$ cat config.mk
export PLATFORM = sky130hd
export DESIGN_NAME = encoder_8to3
export DESIGN_NICKNAME = d
export VERILOG_FILES = /design/src/rtl/encoder_pkg.sv /design/src/rtl/encoder_8to3_select.sv /design/src/rtl/encoder_8to3.sv
export SDC_FILE = /design/constraint.sdc
export NUM_CORES = 1
export LEC_CHECK = 0
export CAP_MARGIN = 20
export CORE_ASPECT_RATIO = 2
export CORE_MARGIN = 1
export CORE_UTILIZATION = 32
export CTS_CLUSTER_DIAMETER = 40
export CTS_CLUSTER_SIZE = 40
export DETAILED_ROUTE_END_ITERATION = 6
export GPL_TIMING_DRIVEN = 0
export SYNTH_ARGS = -nofsm -noshare
export SYNTH_HDL_FRONTEND = slang
export SYNTH_SLANG_ARGS = --single-unit
export TNS_END_PERCENT = 5
$ cat constraint.sdc
create_clock -name clk -period 2.1 [get_ports clk]
set_input_delay 0.42 -clock clk [delete_from_list [all_inputs] [get_ports clk]]
set_output_delay 0.42 -clock clk [all_outputs]
set_load 0.05 [all_outputs]
$ cat src/rtl/encoder_pkg.sv
// Shared definitions for the 8-to-3 request encoder.
// Widths, FSM state encodings and the code-to-one-hot helper.
package encoder_pkg;

  localparam int REQ_W  = 8;
  localparam int CODE_W = 3;

  typedef enum logic {
    ST_IDLE = 1'b0,
    ST_HOLD = 1'b1
  } state_t;

  // Expand a granted index into its request-line mask.
  function automatic logic [REQ_W-1:0] onehot(input logic [CODE_W-1:0] code);
    logic [REQ_W-1:0] mask;
    mask       = '0;
    mask[code] = 1'b1;
    return mask;
  endfunction

endpackage

$ cat src/rtl/encoder_8to3_select.sv
// priority_select_8: combinational request selector.
// Scans downward from 'start' with wrap-around and returns the first set
// index. start=7 gives plain fixed priority (highest index wins).
module priority_select_8
  import encoder_pkg::*;
(
  input  logic [REQ_W-1:0]  req,
  input  logic [CODE_W-1:0] start,
  output logic [CODE_W-1:0] idx,
  output logic              any
);

  // Downward circular search; the first hit is kept, later hits are ignored.
  always_comb begin
    logic [CODE_W-1:0] cand;
    idx  = '0;
    any  = 1'b0;
    cand = start;
    for (int i = 0; i < REQ_W; i++) begin
      cand = start - CODE_W'(i);
      if (!any && req[cand]) begin
        idx = cand;
        any = 1'b1;
      end
    end
  end

endmodule

$ cat src/rtl/encoder_8to3.sv
// encoder_8to3: registered 8-to-3 request encoder with a valid/ready output.
// Requests are collected into a pending set; one index is granted at a time
// and held stable until the consumer takes it.
// Build option: define ENCODER_ROUND_ROBIN_EN for round-robin selection
// (default is fixed priority, Y7 highest).
module encoder_8to3
  import encoder_pkg::*;
(
  input  logic             clk,
  input  logic             rst,
  input  logic             en,
  input  logic             Y7,
  input  logic             Y6,
  input  logic             Y5,
  input  logic             Y4,
  input  logic             Y3,
  input  logic             Y2,
  input  logic             Y1,
  input  logic             Y0,
  input  logic             out_ready,
  output logic             A,
  output logic             B,
  output logic             C,
  output logic             out_valid,
  output logic [REQ_W-1:0] pending
);

  state_t              state;
  logic [CODE_W-1:0]   code;
  logic [REQ_W-1:0]    new_req;
  logic [REQ_W-1:0]    merged;
  logic [REQ_W-1:0]    sel_req;
  logic                handshake;
  logic [CODE_W-1:0]   start;
  logic [CODE_W-1:0]   sel_idx;
  logic                sel_any;

  assign new_req   = en ? {Y7, Y6, Y5, Y4, Y3, Y2, Y1, Y0} : '0;
  assign handshake = (state == ST_HOLD) && out_ready;
  // Retire the granted bit, but a same-cycle re-request of it sets it again.
  assign merged    = (pending & ~onehot(code)) | new_req;
  assign sel_req   = (state == ST_HOLD) ? merged : (pending | new_req);

`ifdef ENCODER_ROUND_ROBIN_EN
  logic [CODE_W-1:0] last_grant;

  // On a handshake the next search already starts below the index being
  // retired, so back-to-back grants rotate without a dead cycle.
  assign start = handshake ? (code - 3'd1) : (last_grant - 3'd1);

  // Remember the most recently accepted index.
  always_ff @(posedge clk) begin
    if (rst)            last_grant <= '0;
    else if (handshake) last_grant <= code;
  end
`else
  assign start = CODE_W'(REQ_W - 1);
`endif

  priority_select_8 u_select (
    .req   (sel_req),
    .start (start),
    .idx   (sel_idx),
    .any   (sel_any)
  );

  // Grant FSM: collects requests, holds a grant until accepted.
  always_ff @(posedge clk) begin
    if (rst) begin
      state   <= ST_IDLE;
      pending <= '0;
      code    <= '0;
    end else begin
      case (state)
        ST_IDLE: begin
          if (sel_any) begin
            pending <= sel_req;
            code    <= sel_idx;
            state   <= ST_HOLD;
          end
        end
        ST_HOLD: begin
          if (handshake) begin
            pending <= merged;
            if (sel_any) code  <= sel_idx;
            else         state <= ST_IDLE;
          end else begin
            pending <= pending | new_req;
          end
        end
        default: state <= ST_IDLE;
      endcase
    end
  end

  assign {A, B, C} = code;
  assign out_valid = (state == ST_HOLD);

endmodule

==> run summary <==
die area: 2960 um^2
Placed Instances: 159
global-route usage over all layers: 20.5%
WL final: 2650 um
largest net degree at the start of global routing: 11
IO Pins: 24
clock root buffer: clkbuf_8
crit path time final: 2.08 ns
Synth Area in XOR/XNOR: 0%
Reg clk slew, reported paths: 0.05 ns
FF-to-FF setup slack: 0.23 ns
Synth top area share: 27.4%
final worst slack: 0.0242 ns
Synth Cell Area: 876 um^2
Async S/R FF share, synth: 0%
LEAKAGE: 0.452 nW
critical path type: in -> reg
post-synthesis mux area share: 2.86%
Die W: 39.0 um
# Max-Cap Violations: 0
drt via density: 6.04
post-route ant nets: 0
Final setup viols: 0
Pwr Density: 691 nW/um^2
Layout Cells excl Fill: 162
Yosys top cell by area: dfxtp_1
CTS Buffer Depth: 2
Arrival @ worst endpoint: 2.23 ns
DIE HEIGHT: 76.0 um
element type at the critical path start: input port
Clk Latency, worst-skew pair: 0.25 ns
number of global-route vias before repair: 909
total clock sinks: 12
post-place setup slack: -0.235 ns
diode count: 0
DR pass1 iterations: 4
Final Power: 0.824 mW
largest family of logic cells by synthesized area: compound AO/OA/AOI/OAI gates
Mapped Nets: 120
#FFs+latches synth: 12
GPL Wtd Cong: 0.888
sequential share of the synthesized area: 27.4%
Post-layout nets: 148
post-synthesis compound-gate area fraction: 43.4%
Final Hold Viols: 0
Synth cell types: 41
RSZ-0062 raised after global routing: yes
most common cell in the netlist: o21ai_0
Synth Flop Type: dfxtp_1
cell count after synthesis: 108
largest cells by area after synthesis: dfxtp_1 (27%), o21ai_0 (8.6%), a21oi_1 (5.7%)
share of cells above drive strength 1: 12.7%
Post-synth EDFFs: 0
H-tree levels: 1
postcts setup bufs: 0
max-slew violations: 0
drt drc: 0
Max VDD drop: 0.317 mV
GR Overflow Total: 0
Layout Skew: 0.00539 ns
synth cell count leaders: o21ai_0 (15), nand2_1 (13), dfxtp_1 (12)
initial DRC count: 37
actual slew at the worst max-slew pin: 0.501 ns
crit path max fanout: 5
Slew headroom: 66.5%
ratio of final minimum period to clock period: 98.8%
DR WL/cell: 16.3 um
final instance area: 1190 um^2
Simple-Gate Fraction of Synth Area: 20.6%
area delta synth->final: 36.1%
row count: 26
CTS tree: yes
status: finished clean
Yosys warning count: 0
Max Freq: 482 MHz
Post-Synth Adder-Cell Area: 0%
Initial Util: 34.1%
core area: 2570 um^2
DP Area: 1140 um^2
routed vias: 979
HP Class: reg -> reg
initial antenna violation count: 0
first-pass GRT wire length: 4300 um
post-DP HPWL: 2050 um
Crit. End Element: flop
fin util: 46.4%
total CTS buffers: 3
CP required: 2.26 ns
number of port buffers: 23
Mean Syn Cell Area: 8.11 um^2
==> sequential cells by signal, summed over array words and instances, names as in the netlist <==
register and cells:
code 3, out_valid 1, pending 8
==> worst paths after layout <==
kind / start / end / depth (start not counted)
worst max-delay path: Y6 / code[0] / 6
worst min-delay path: pending[4] / pending[4] / 2
worst max register to register: code[0] / pending[3] / 5
worst min register to register: pending[4] / pending[4] / 2
==> critical path, stage by stage <==
cell and delay (ns):
clkdlybuf4s50_1 0.45, o41ai_2 0.38, o211a_1 0.24, o2111ai_2 0.21, a31o_1 0.26, a221oi_2 0.27
==> cells by family (layout without fill, tap and decap cells) <==
family	after synthesis	count (layout)
AOI/OAI and AO/OA	51	51
buffers and inverters	9	35
DFF	12	12
muxes	2	2
and+or+nand+nor	34	34
==> final cells by class <==
type,count,area [um^2]
Fill cell,276,1380
Multi-Input combinational cell,87,593
Sequential cell,12,240
Timing Repair Buffer,23,233
Clock buffer,3,41.3
Tap cell,28,35.0
Buffer,4,31.3
Inverter,5,18.8
==> routing by layer <==
metal	wire length (um)	vias up	GRT usage (%)
met5	0	-	0
met4	119	0	13.8
met3	106	11	2.33
met2	1440	38	33.5
met1	978	462	22.9
li1	-	468	-
==> stage by stage <==
| stage | hold WS [ns] | setup TNS [ns] |
|---|---|---|
| finish | 0.546 | 0 |
| detailed placement | 0.537 | -1.75 |
| global route | 0.591 | -0.0569 |
| floorplan | 0.486 | 0 |
| global placement | 0.532 | -1.51 |
| CTS | 0.546 | 0 |
==> cell usage in the layout, fill, tap and decap left out, drive strengths merged, types with 4 or more instances in the layout <==
| master | instances |
|---|---|
| clkdlybuf4s50 | 22 |
| a21oi | 10 |
| inv | 5 |
| nor2 | 4 |
| clkbuf | 4 |
| nand2 | 13 |
| o21ai | 15 |
| dfxtp | 12 |
==> report_power, final <==
group          switching, mW  leakage (nW)  internal (mW)
logic                  0.197         0.331          0.129
clock network         0.0903        0.0216          0.127
registers             0.0322        0.0998          0.249
==> repair_timing <==
| item | CTS | global route |
|---|---|---|
| hold buffers | 0 | 0 |
| setup endpoints to repair | 0 | 9 |
| gates resized for setup | 0 | 2 |
Power figures use the tool's default switching activity.
